`config.mk`:
```
export PLATFORM = sky130hd
export DESIGN_NAME = parity_frame_ctrl_flat
export DESIGN_NICKNAME = d
export VERILOG_FILES = /design/src/rtl/parity_frame_ctrl_if.sv /design/src/rtl/parity_frame_ctrl.sv /design/src/flat_wrapper.sv
export SDC_FILE = /design/constraint.sdc
export NUM_CORES = 1
export LEC_CHECK = 0
export ABC_CLOCK_PERIOD_IN_PS = 3780
export CAP_MARGIN = 20
export CORE_MARGIN = 4
export CORE_UTILIZATION = 31
export DETAILED_ROUTE_END_ITERATION = 10
export SKIP_LAST_GASP = 1
export SYNTH_ARGS = -nofsm -noshare
export SYNTH_HDL_FRONTEND = slang
export SYNTH_SLANG_ARGS = --single-unit
```
`constraint.sdc`:
```
create_clock -name clk -period 3.78 [get_ports clk]
set_input_delay 0.756 -clock clk [delete_from_list [all_inputs] [get_ports clk]]
set_output_delay 0.756 -clock clk [all_outputs]
set_load 0.005 [all_outputs]
```
`src/rtl/parity_frame_ctrl_if.sv`:
```
// Client-side bus of parity_frame_ctrl: word requests, serial frame stream and tagged parity result.
interface parity_frame_ctrl_if #(
   parameter int unsigned NREQ  = 4,
   parameter int unsigned WIDTH = 32
);
   localparam int unsigned IDW = (NREQ > 1) ? $clog2(NREQ) : 1;

   logic [NREQ-1:0]       req_valid;
   logic [NREQ*WIDTH-1:0] req_data;
   logic [NREQ-1:0]       req_ready;
   logic                  ser_bit;
   logic                  ser_valid;
   logic                  ser_first;
   logic                  ser_last;
   logic                  res_valid;
   logic                  res_parity;
   logic [IDW-1:0]        res_id;
   logic                  res_ready;
   logic                  busy;

   modport master (
      output req_valid, req_data, res_ready,
      input  req_ready, ser_bit, ser_valid, ser_first, ser_last,
      input  res_valid, res_parity, res_id, busy
   );

   modport slave (
      input  req_valid, req_data, res_ready,
      output req_ready, ser_bit, ser_valid, ser_first, ser_last,
      output res_valid, res_parity, res_id, busy
   );
endinterface

```
`src/rtl/parity_frame_ctrl.sv`:
```
// Arbitrates NREQ word clients, shifts the granted word out LSB-first and returns its even parity with the owner id.
// Define ARB_RR_EN for round-robin arbitration; default is fixed priority (lowest index wins).
module parity_frame_ctrl #(
   parameter int unsigned NREQ  = 4,
   parameter int unsigned WIDTH = 32
) (
   input logic                clk,
   input logic                rst_n,
   parity_frame_ctrl_if.slave bus
);
   localparam int unsigned IDW = (NREQ > 1) ? $clog2(NREQ) : 1;
   localparam int unsigned CW  = $clog2(WIDTH);
   localparam logic [CW-1:0] LAST = CW'(WIDTH - 1);

   typedef enum logic [1:0] {
      IDLE  = 2'd0,
      SHIFT = 2'd1,
      DONE  = 2'd2
   } state_t;

   state_t           state_q;
   state_t           state_d;
   logic [WIDTH-1:0] shreg_q;
   logic [CW-1:0]    cnt_q;
   logic             acc_q;
   logic [IDW-1:0]   id_q;

   logic [IDW-1:0]   start_idx;
   logic [IDW-1:0]   cand;
   logic [IDW-1:0]   grant;
   logic             found;
   logic             fire;
   logic [WIDTH-1:0] word;

   // Arbitration search origin: rotating pointer or fixed at requester 0.
`ifdef ARB_RR_EN
   logic [IDW-1:0] ptr_q;

   assign start_idx = ptr_q;

   always_ff @(posedge clk) begin
      if (!rst_n) begin
         ptr_q <= '0;
      end else if (fire) begin
         ptr_q <= (grant == IDW'(NREQ - 1)) ? '0 : grant + IDW'(1);
      end
   end
`else
   assign start_idx = '0;
`endif

   // First asserted request found walking upward from start_idx, wrapping at NREQ.
   always_comb begin
      cand  = '0;
      grant = '0;
      found = 1'b0;
      for (int unsigned k = 0; k < NREQ; k++) begin
         cand = IDW'((32'(start_idx) + k) % NREQ);
         if (!found && bus.req_valid[cand]) begin
            found = 1'b1;
            grant = cand;
         end
      end
   end

   assign fire = rst_n && (state_q == IDLE) && found;

   always_comb begin
      word = '0;
      for (int unsigned i = 0; i < NREQ; i++) begin
         if (grant == IDW'(i)) begin
            word = bus.req_data[i*WIDTH +: WIDTH];
         end
      end
   end

   // State register
   always_ff @(posedge clk) begin
      if (!rst_n) begin
         state_q <= IDLE;
      end else begin
         state_q <= state_d;
      end
   end

   // Next-state logic
   always_comb begin
      state_d = state_q;
      case (state_q)
         IDLE:    if (fire)            state_d = SHIFT;
         SHIFT:   if (cnt_q == LAST)   state_d = DONE;
         DONE:    if (bus.res_ready)   state_d = IDLE;
         default:                      state_d = IDLE;
      endcase
   end

   // Output decode; only req_ready looks at live inputs.
   always_comb begin
      bus.req_ready  = '0;
      bus.ser_bit    = 1'b0;
      bus.ser_valid  = 1'b0;
      bus.ser_first  = 1'b0;
      bus.ser_last   = 1'b0;
      bus.res_valid  = 1'b0;
      bus.res_parity = 1'b0;
      bus.res_id     = '0;
      bus.busy       = 1'b1;
      case (state_q)
         IDLE: begin
            bus.busy = 1'b0;
            if (fire) begin
               bus.req_ready[grant] = 1'b1;
            end
         end
         SHIFT: begin
            bus.ser_valid = 1'b1;
            bus.ser_bit   = shreg_q[0];
            bus.ser_first = (cnt_q == '0);
            bus.ser_last  = (cnt_q == LAST);
         end
         DONE: begin
            bus.res_valid  = 1'b1;
            bus.res_parity = acc_q;
            bus.res_id     = id_q;
         end
         default: begin
            bus.busy = 1'b1;
         end
      endcase
   end

   // Frame datapath: capture on accept, shift and accumulate parity while serializing.
   always_ff @(posedge clk) begin
      if (!rst_n) begin
         shreg_q <= '0;
         cnt_q   <= '0;
         acc_q   <= 1'b0;
         id_q    <= '0;
      end else if (fire) begin
         shreg_q <= word;
         cnt_q   <= '0;
         acc_q   <= 1'b0;
         id_q    <= grant;
      end else if (state_q == SHIFT) begin
         acc_q   <= acc_q ^ shreg_q[0];
         shreg_q <= {1'b0, shreg_q[WIDTH-1:1]};
         if (cnt_q != LAST) begin
            cnt_q <= cnt_q + CW'(1);
         end
      end
   end

endmodule

```
`src/flat_wrapper.sv`:
```
// flat-port wrapper written by rule: the top's interface ports become plain ports
module parity_frame_ctrl_flat 
#(
   parameter int unsigned NREQ  = 4,
   parameter int unsigned WIDTH = 32
)
  (clk, rst_n, bus_req_valid, bus_req_data, bus_res_ready, bus_req_ready, bus_ser_bit, bus_ser_valid, bus_ser_first, bus_ser_last, bus_res_valid, bus_res_parity, bus_res_id, bus_busy);
  parity_frame_ctrl_if #(.NREQ(NREQ), .WIDTH(WIDTH)) bus_i ();
  input logic clk;
  input logic rst_n;
  input wire logic [$bits(bus_i.req_valid)-1:0] bus_req_valid;
  input wire logic [$bits(bus_i.req_data)-1:0] bus_req_data;
  input wire logic [$bits(bus_i.res_ready)-1:0] bus_res_ready;
  output wire logic [$bits(bus_i.req_ready)-1:0] bus_req_ready;
  output wire logic [$bits(bus_i.ser_bit)-1:0] bus_ser_bit;
  output wire logic [$bits(bus_i.ser_valid)-1:0] bus_ser_valid;
  output wire logic [$bits(bus_i.ser_first)-1:0] bus_ser_first;
  output wire logic [$bits(bus_i.ser_last)-1:0] bus_ser_last;
  output wire logic [$bits(bus_i.res_valid)-1:0] bus_res_valid;
  output wire logic [$bits(bus_i.res_parity)-1:0] bus_res_parity;
  output wire logic [$bits(bus_i.res_id)-1:0] bus_res_id;
  output wire logic [$bits(bus_i.busy)-1:0] bus_busy;
  assign bus_i.req_valid = bus_req_valid;
  assign bus_i.req_data = bus_req_data;
  assign bus_i.res_ready = bus_res_ready;
  assign bus_req_ready = bus_i.req_ready;
  assign bus_ser_bit = bus_i.ser_bit;
  assign bus_ser_valid = bus_i.ser_valid;
  assign bus_ser_first = bus_i.ser_first;
  assign bus_ser_last = bus_i.ser_last;
  assign bus_res_valid = bus_i.res_valid;
  assign bus_res_parity = bus_i.res_parity;
  assign bus_res_id = bus_i.res_id;
  assign bus_busy = bus_i.busy;
  parity_frame_ctrl #(.NREQ(NREQ), .WIDTH(WIDTH)) u_core (.clk(clk), .rst_n(rst_n), .bus(bus_i));
endmodule
```
==> summary.md <==
| Metric | Value |
|---|---|
| RSZ-0062 raised after global routing | `false` |
| Hold Path Class | `reg2reg` |
| Multi-input gate area | `2102 um^2` |
| DR DRC count | `0` |
| Critical path data required time | `3.02 ns` |
| Count of port buffers added during placement | `147` |
| Antenna fix cells | `0` |
| Final setup TNS | `0 ns` |
| Total stage count of the critical path | `5` |
| Post-DP Area | `4701 um^2` |
| Post-synthesis share of cell area spent on and, or, nand and nor gates | `24.51%` |
| FP Rows | `37` |
| Design Area, Final | `4813 um^2` |
| Classification of the worst setup path | `in2out` |
| Max-Cap Viols | `0` |
| Transition time of the tightest slew-check pin | `0.7776 ns` |
| Max Fanout on Critical Path | `13` |
| Crit-path most repeated cell | `sky130_fd_sc_hd__clkdlybuf4s50_1` |
| Critical path, cell by cell | `clkdlybuf4s50_1 > or3b_1 > buf_4 > nor3_1 > clkdlybuf4s50_1` |
| Delay of the slowest critical-path stage | `0.54 ns` |
| Ranking of synthesized cells by area | `sky130_fd_sc_hd__dfxtp_1 (26%), sky130_fd_sc_hd__nand2_1 (11%), sky130_fd_sc_hd__a311o_1 (9.8%)` |
| Total of hold buffers inserted after clock tree synthesis | `0` |
| Ratio of cells with drive above 1 in the final layout | `6.295%` |
| Routed length per instance | `16.31 um` |
| Fraction of registers with async set or reset after synthesis | `0%` |
| Horizontal die dimension | `110.4 um` |
| Final setup violation count | `0` |
| Cell accounting for the most synthesized area | `sky130_fd_sc_hd__dfxtp_1` |
| Peak supply drop | `175.6 uV` |
| Vias in the first global route | `3,762` |
| CTS tree | `yes` |
| Most instantiated cells after synthesis | `sky130_fd_sc_hd__nand2_1 (98), sky130_fd_sc_hd__o21ai_0 (63), sky130_fd_sc_hd__dfxtp_1 (42)` |
| Drt first-iter violations | `231` |
| Register-to-register setup slack | `1.57 ns` |
| Hold Startpoint | `u_core.shreg_q[2]` |
| Kind of launch point of the worst setup path | `primary input` |
| Via-to-Cell Ratio | `5.298` |
| Number of clock sinks seen by CTS | `42` |
| Tightest slew margin relative to the limit | `47.88%` |
| Most frequently used flop master after synthesis | `sky130_fd_sc_hd__dfxtp_1` |
| Fraction of synthesized area in multiplexers | `0.3078%` |
| Antenna violations before repair | `0` |
| Clock edge transition at the registers on the reported setup and hold paths | `0.08 ns` |
| Share of the synthesized netlist area taken by xor and xnor gates | `1.077%` |
| CP delay by family, top | `buffers and inverters` |
| Startpoint of the most critical register-to-register path | `u_core.state_q[1]` |
| Count of pins over their slew limit | `0` |
| Capture point of the critical path | `bus_req_ready[1]` |
| Aggregate routed wire length | `11,290 um` |
| Top achievable clock speed | `0.2987 GHz` |
| Core area | `10,280 um^2` |
| Synthesized netlist net count | `577` |
| Overall global routing resource usage | `17.84%` |
| Top-area cell type share of the netlist area | `25.86%` |
| Post-route ant nets | `0` |
| WP buf/inv | `3` |
| CTS H-Tree Depth | `2` |
| Library cell with the highest instance count after synthesis | `sky130_fd_sc_hd__nand2_1` |
| Cells resized by post-CTS repair | `0` |
| Worst reg2reg endpoint | `u_core.shreg_q[31]` |
| Period utilisation layout | `88.58%` |
| Complex-gate fraction of the synthesized area | `37.44%` |
| Half-perimeter wire length after placement | `8095 um` |
| Slowest cell on the critical path | `sky130_fd_sc_hd__clkdlybuf4s50_1` |
| RD Place Congestion | `0.7823` |
| Number of synthesized register bits | `42` |
| Start point of the critical path | `rst_n` |
| FILL cells | `1,055` |
| Number of warning messages in the yosys log | `0` |
| Fin util | `46.83%` |
| PwrDens | `286.4 nW/um^2` |
| Post CTS Setup Buffer Count | `0` |
| Crit end category | `output pin` |
| Post-route minimum period | `3.348 ns` |
| Adder and majority cell fraction of the synthesized area | `1.154%` |
| Post-Synthesis Mean Instance Area | `7.407 um^2` |
| I/O pin cnt | `148` |
| Clock Latency Late Sink | `0.29 ns` |
| Area grow syn2layout | `48.02%` |
| Worst Skew | `0.002850 ns` |
| Max clock buf depth | `2` |
| Via count | `3,666` |
| Leakage power summed over all cells | `1.700 nW` |
| Number of buffers inserted during clock tree synthesis | `5` |
| First drt pass iteration count | `4` |
| Status | `finished clean` |
| Instance count of the mapped netlist | `439` |
| Die Y-Extent | `110.4 um` |
| Worst path arrival time | `2.59 ns` |
| Starting utilization of the core area | `31.64%` |
| Synthesized area | `3252 um^2` |
| Maximum number of pins on one net before global-route repair | `50` |
| Sequential cell area fraction in the yosys report | `25.86%` |
| Depth of the worst register-to-register path | `5` |
| Wire length of the first global-routing pass | `18,620 um` |
| CTS root buf | `sky130_fd_sc_hd__clkbuf_8` |
| Distinct cell type count of the synthesized netlist | `39` |
| Number of flops mapped to enable cells by yosys | `0` |
| Global-route congestion overflow total | `0` |
| Area enclosed by the die boundary | `12,190 um^2` |
| Reg area | `840.8 um^2` |
| Hold Vio Cnt, Final | `0` |
| Dominant combinational cell family by area after synthesis | `compound AO/OA/AOI/OAI gates` |
| Total number of nets in the final design | `694` |
## area by class of cell
type	count	area share [%]
clock inverter	1	0.6239
inverter	5	0.3899
tap	136	3.535
clock buffer	6	1.716
multi-input combinational	340	43.67
timing repair buffer	162	32.60
sequential	42	17.47
## cell usage in the layout (no fill, tap or decap), drive strengths merged, types with 3 or more instances in the layout
cell,netlist,final
a221o,31,31
a311o,32,32
a31oi,31,31
and2,5,5
buf,20,18
clkbuf,32,6
clkdlybuf4s50,0,144
dfxtp,42,42
ha,3,3
inv,5,5
nand2,98,98
nor2,12,12
nor2b,34,34
nor3,4,4
o21ai,65,65
## state kept, by name, indices dropped and copies added, names as in the netlist
signal,cells
u_core.id_q,2
u_core.acc_q,1
u_core.cnt_q,5
u_core.shreg_q,32
u_core.state_q,2
## tightest hold or removal path: stages, from the launching register on
cell	delay (ns)
sky130_fd_sc_hd__dfxtp_1	0.31
sky130_fd_sc_hd__nand2_1	0.05
sky130_fd_sc_hd__a31oi_1	0.07
## power breakdown
group / internal (mW) / switching (mW)
combinational: 0.260 / 0.224
sequential: 0.504 / 0.0308
clock: 0.211 / 0.149
## metal layers
layer	wire length (um)	track usage, %	vias up
li1	-	-	1849
met1	4990	23.01	1680
met2	5567	31.19	127
met3	618	3.014	10
met4	110	3.695	0
met5	0	0	-
## worst min path at each step
stage                    endpoint  slack, ns  depth (start not counted)
6_report        u_core.shreg_q[1]       0.47                          2
5_1_grt         u_core.shreg_q[6]       0.49                          2
4_1_cts         u_core.shreg_q[1]       0.47                          2
3_5_place_dp    u_core.shreg_q[1]       0.46                          2
3_3_place_gp   u_core.shreg_q[28]       0.45                          2
2_1_floorplan  u_core.shreg_q[30]       0.45                          2
## per-stage QoR
stage | std cells | total power [mW] | setup slack, ns | hold WS (ns)
2_1_floorplan | 439 | 0.8181 | 1.227 | 0.4462
3_3_place_gp | 685 | 1.023 | 0.4906 | 0.4544
3_5_place_dp | 685 | 1.031 | 0.4462 | 0.4587
4_1_cts | 692 | 1.394 | 0.4329 | 0.4716
5_1_grt | 692 | 1.465 | 0.3123 | 0.4930
6_report | 692 | 1.379 | 0.4318 | 0.4703
## kinds of logic after synthesis
kind of cell    after synthesis
buf+inv                      57
simple gates                166
flops                        42
xor+xnor                      4
compound gates              166
fa+ha+maj                     3
mux                           1
(Power assumes the default switching activity.)
==> patch 1, RTL diff (same flow settings) <==
The 3 states of `state_t` get a one-hot encoding in 3 bits.
--- a/src/rtl/parity_frame_ctrl.sv
+++ b/src/rtl/parity_frame_ctrl.sv
@@ -12,10 +12,10 @@
    localparam int unsigned CW  = $clog2(WIDTH);
    localparam logic [CW-1:0] LAST = CW'(WIDTH - 1);
 
-   typedef enum logic [1:0] {
-      IDLE  = 2'd0,
-      SHIFT = 2'd1,
-      DONE  = 2'd2
+   typedef enum logic [2:0] {
+      IDLE  = 3'b001,
+      SHIFT = 3'b010,
+      DONE  = 3'b100
    } state_t;
 
    state_t           state_q;
Check against the original RTL: same outputs for any inputs over 10 cycles, from zero or initial values and one cycle with rst_n low; not proved beyond that.
==> patch 1 against the unedited design <==
Clock power about the same. Sequential cell count increased by 1. Critical path type unchanged. Critical endpoint is now bus_req_ready[2]. Via count increased by 5.0%. Cell area increased by 1.1%. Largest power group unchanged. First-iteration DRC count decreased by 27%. Power decreased by 6.0%. Routed wire length increased by 8.0%. Largest cell class unchanged. Highest routed layer unchanged. Global-route usage increased by 2.0 points. Synthesized area decreased by 1.9%. Setup slack improved by 0.017 ns.
==> patch 1: results (changes against the unedited design) <==
global_route:
  met2_usage_pct: 35.7  # +4.6 points
  grt_pass1_wl_um: 18900  # +1.4%
  grt_use_total_pct: 19.8  # +2.0 points
  grtUsageMet3_pct: 3.17  # +0.16 points
  grt.met1_usage_pct: 24.7  # +1.7 points
  grt_pass1_vias: 3805  # +1.1%
  grt_max_degree: 37  # -26%
route:
  wl_met1_um: 5030  # +0.76%
  drtPass1Iterations: 5  # +1
  vias: 3850  # +5.0%
  drt_wl_total_um: 12200  # +8.0%
  routed.top_layer: "met4"
  wl_met2_um: 6330  # +14%
  wl_met3_um: 679  # +9.9%
  wl_per_cell_um: 17.4  # +6.9%
  drt-initial-drc-count: 168  # -27%
setup_path:
  cpMaxStageDelayCell: "clkdlybuf4s50_1"
  critPathMaxFanout: 35  # +22
  worst_r2r_path_depth: 7  # +2
  slowest_delay_ns: 0.69  # +0.15 ns
timing:
  finClkSkew_ns: 0.00768  # +0.00483 ns
  relSlewSlack_pct: 41.5  # -6.4 points
logic_synthesis:
  ys_types: 37  # -5.1%
  yosys_most_used_dff: "dfxtp_1"
  synth_top_cells_by_count: "nand2_1, o21ai_0, dfxtp_1"
  syn_inst: 442  # +0.68%
  syn_nets: 580  # +0.52%
  yosysWarnings: 0  # unchanged
  synth_area_leaders: "dfxtp_1, o21ai_0, a22o_1"
  ys_seq_area_share_pct: 27.0  # +1.1 points
  async_reset_ff_share_pct: 0  # unchanged
placement:
  hpwl_um: 9330  # +15%
  place_area_mm2: 0.00473  # +0.53%
  place_congestion: 0.808  # +3.2%
  portBuffers: 147  # unchanged
  pre_cts_ws_ns: 0.389  # -0.0571 ns
  dp_cells: 690  # +0.73%
worst_hold_path:
  min_path_type: "flop to flop"
  whs_path_depth: 2  # unchanged
final_layout:
  num_antenna_cells: 0  # unchanged
  nets: 703  # +1.3%
  nFillCells: 985  # -6.6%
  drive_gt1_share_pct: 5.30  # -0.99 points
  reg_top3: "u_core.shreg_q: 32 flops, u_core.cnt_q: 5 flops, u_core.state_q: 3 flops"
clock_tree:
  cts_setup_buffers: 0  # unchanged
  cts_max_level: 2  # unchanged
  worstSkewPairLatency_ns: 0.29  # about the same
  root_buffer: "clkbuf_8"
  ctsHoldBuffers: 0  # unchanged
  postCtsResizedCells: 0  # unchanged
  path_clk_slew_ns: 0.08  # about the same
  clockBufferDepth: 2  # unchanged
  numCtsBuffers: 5  # unchanged
pwr:
  cellPowerDensity_mw_per_mm2: 266  # -7.0%
  leakage_uw: 0.00174  # +2.3%
  ir_drop_mv: 0.192  # +9.2%
  swShare_pct: 28.7  # -0.61 points
outcome:
  outcome: "finished, final reports clean"
## patch 1: changes by cell type in the layout (fill, tap and decap cells not counted), sizes merged, moves of 31 or more
cell    unedited run  this run
nor2b             34         1
a21oi              2        34
a311o             32         0
nand2b             2        34
a221o             31         0
a22o               0        31
nand2             98        67
o221ai             0        31
## patch 1: critical path: cells and delay by family
| family | cells | cell delay (ns) |
|---|---|---|
| buffers and inverters | 3 | 1.56 |
| and+or+nand+nor | 2 | 0.26 |
## patch 1: power by group through the flow
| stage | clock (µW) | sequential [µW] | combinational [µW] |
|---|---|---|---|
| floorplan | 0 | 523 | 208 |
| global placement | 0 | 530 | 407 |
| detailed placement | 0 | 531 | 410 |
| CTS | 368 | 520 | 411 |
| global route | 387 | 525 | 453 |
| finish | 361 | 521 | 414 |
## patch 1: cells by family after synthesis
group	after synthesis	share of synthesized area, %
buf+inv	50	7.22
compound gates	201	40.8
mux	2	0.667
simple gates	139	22.0
fa+ha+maj	3	1.18
xor+xnor	4	1.10
flops	43	27.0
## patch 1: layout make-up
type                       count  area share, %
clock inverter                 3          0.900
tap                          133           3.42
inverter                       4          0.309
timing repair buffer         162           33.0
multi-input combinational    349           43.3
sequential                    43           17.7
clock buffer                   5           1.41
## patch 1: path summary, 6_finish.rpt
kind | endpoint | slack [ns] | from
max | bus_req_ready[2] | 0.45 | bus_req_valid[0]
min reg2reg | u_core.cnt_q[4] | 0.50 | u_core.cnt_q[4]
min | u_core.cnt_q[4] | 0.50 | u_core.cnt_q[4]
max reg2reg | u_core.cnt_q[3] | 1.68 | u_core.cnt_q[0]
==> patch 2, RTL diff (same flow settings) <==
Made on the original files. `NREQ` is set to 4 in 3 places; all go to 8.
--- a/src/rtl/parity_frame_ctrl_if.sv
+++ b/src/rtl/parity_frame_ctrl_if.sv
@@ -1,6 +1,6 @@
 // Client-side bus of parity_frame_ctrl: word requests, serial frame stream and tagged parity result.
 interface parity_frame_ctrl_if #(
-   parameter int unsigned NREQ  = 4,
+   parameter int unsigned NREQ  = 8,
    parameter int unsigned WIDTH = 32
 );
    localparam int unsigned IDW = (NREQ > 1) ? $clog2(NREQ) : 1;
--- a/src/rtl/parity_frame_ctrl.sv
+++ b/src/rtl/parity_frame_ctrl.sv
@@ -1,7 +1,7 @@
 // Arbitrates NREQ word clients, shifts the granted word out LSB-first and returns its even parity with the owner id.
 // Define ARB_RR_EN for round-robin arbitration; default is fixed priority (lowest index wins).
 module parity_frame_ctrl #(
-   parameter int unsigned NREQ  = 4,
+   parameter int unsigned NREQ  = 8,
    parameter int unsigned WIDTH = 32
 ) (
    input logic                clk,
--- a/src/flat_wrapper.sv
+++ b/src/flat_wrapper.sv
@@ -1,7 +1,7 @@
 // flat-port wrapper written by rule: the top's interface ports become plain ports
 module parity_frame_ctrl_flat 
 #(
-   parameter int unsigned NREQ  = 4,
+   parameter int unsigned NREQ  = 8,
    parameter int unsigned WIDTH = 32
 )
   (clk, rst_n, bus_req_valid, bus_req_data, bus_res_ready, bus_req_ready, bus_ser_bit, bus_ser_valid, bus_ser_first, bus_ser_last, bus_res_valid, bus_res_parity, bus_res_id, bus_busy);
Interface: changed (resized bus_req_data, bus_req_ready, bus_req_valid and bus_res_id); port bits go from 148 to 285. The function was not compared with the original's and may differ.
==> patch 2 against the unedited design <==
Count of clock-buffer cells in the layout is 1 lower. Clock power up 38%. Synthesized area grew 30%. Routed wire length increased by 120%. Worst hold slack gained 0.047 ns. Setup slack lost 0.20 ns. First-iteration DRC count rose to 2.8 times the old value. Via count is 72% higher. Power grew 34%. Sequential cell count up 1. Cell area increased by 56%. Combinational power increased by 64%. Die area up 28%. Critical path type unchanged.
==> patch 2: results (changes against the unedited design) <==
outcome:
  outcome: "finished, final reports clean"
placement:
  pre_cts_ws_ns: 0.273  # -0.173 ns
  hpwl_um: 20300  # +150%
  place_congestion: 0.950  # +21%
  portBuffers: 284  # +93%
  place_area_mm2: 0.00734  # +56%
pwr:
  ir_drop_mv: 0.156  # -11%
  leakage_uw: 0.00275  # +62%
  sequentialPower_uw: 547  # +2%
  finalPower_uw: 1840  # +34%
  p_comb_share_pct: 43.2  # +8.1 points
global_route:
  antenna_found_initial: 2  # +2
  grt_use_total_pct: 30.5  # +13 points
  grt_max_degree: 47  # -6.0%
  grt_pass1_vias: 6446  # +71%
  grt_pass1_wl_um: 37600  # +100%
route:
  drt-initial-drc-count: 650  # +180%
  wl_per_cell_um: 22.7  # +39%
  drt_wl_total_um: 24900  # +120%
  vias: 6303  # +72%
  drtPass1Iterations: 6  # +2
timing:
  relSlewSlack_pct: 38.4  # -9.5 points
  finClkSkew_ns: 0.00695  # +0.00410 ns
logic_synthesis:
  synth_area_leaders: "dfxtp_1, nand2_1, o21ai_0"
  syn_avg_cell_area_um2: 6.46  # -13%
  syn_nets: 924  # +60%
  ys_types: 56  # +44%
  ys_seq_area_share_pct: 20.4  # -5.5 points
  synth_top_cells_by_count: "nand2_1, o21ai_0, clkbuf_1"
clock_tree:
  clockBufferDepth: 2  # unchanged
  path_clk_slew_ns: 0.06  # -0.02 ns
  root_buffer: "clkbuf_16"
setup_path:
  slowest_delay_ns: 0.63  # +0.09 ns
  cpMaxStageDelayCell: "or4_1"
  critPathMaxFanout: 9  # -4
  critPathArrivalTime_ns: 2.79  # +0.20 ns
final_layout:
  drive_gt1_share_pct: 7.17  # +0.87 points
  nets: 1190  # +71%
  nFillCells: 1299  # +23%
  reg_top3: "u_core.shreg_q: 32 flops, u_core.cnt_q: 5 flops, u_core.id_q: 3 flops"
[patch 2: cells by family (layout without fill, tap and decap cells)]
group / count (synthesis) / in the layout / share of synthesized area (%)
xor+xnor: 4 / 4 / 0.829
compound gates: 237 / 237 / 39.0
other cells: 0 / 2 / 0
flops: 43 / 43 / 20.4
simple gates: 297 / 297 / 32.0
buf+inv: 67 / 334 / 6.13
fa+ha+maj: 3 / 3 / 0.888
mux: 3 / 3 / 0.740
[patch 2: worst paths after layout]
check	startpoint	to	slack [ns]	cells after the start
min reg2reg	u_core.acc_q	u_core.acc_q	0.52	2
min	u_core.acc_q	u_core.acc_q	0.52	2
max reg2reg	u_core.state_q[0]	u_core.shreg_q[18]	1.46	6
max	bus_req_valid[0]	bus_req_ready[2]	0.23	5
[patch 2: worst max-delay path, delay by kind of cell]
kind                   cells  cell delay (ns)
and+or+nand+nor            2             0.70
buffers and inverters      2             1.08
AOI/OAI and AO/OA          1             0.25
[patch 2: per-layer routing]
| layer | vias up | part of all wire (%) | track usage (%) |
|---|---|---|---|
| li1 | 2953 | - | - |
| met2 | 347 | 47 | 50.3 |
| met1 | 2964 | 43 | 41.4 |
| met3 | 37 | 7.5 | 4.93 |
| met5 | - | 0.028 | 0 |
| met4 | 2 | 2.1 | 7.48 |
[patch 2: layout make-up]
type / instances / area, µm² / share of cell area, %
diodes: 2 / 5.00 / 0.0666
clock buffers: 5 / 125 / 1.67
clock inverters: 3 / 43.8 / 0.583
inverters: 6 / 22.5 / 0.300
multi-input cells: 544 / 3130 / 41.7
flip-flops and latches: 43 / 861 / 11.5
well taps: 176 / 220 / 2.93
repair buffers: 320 / 3100 / 41.3
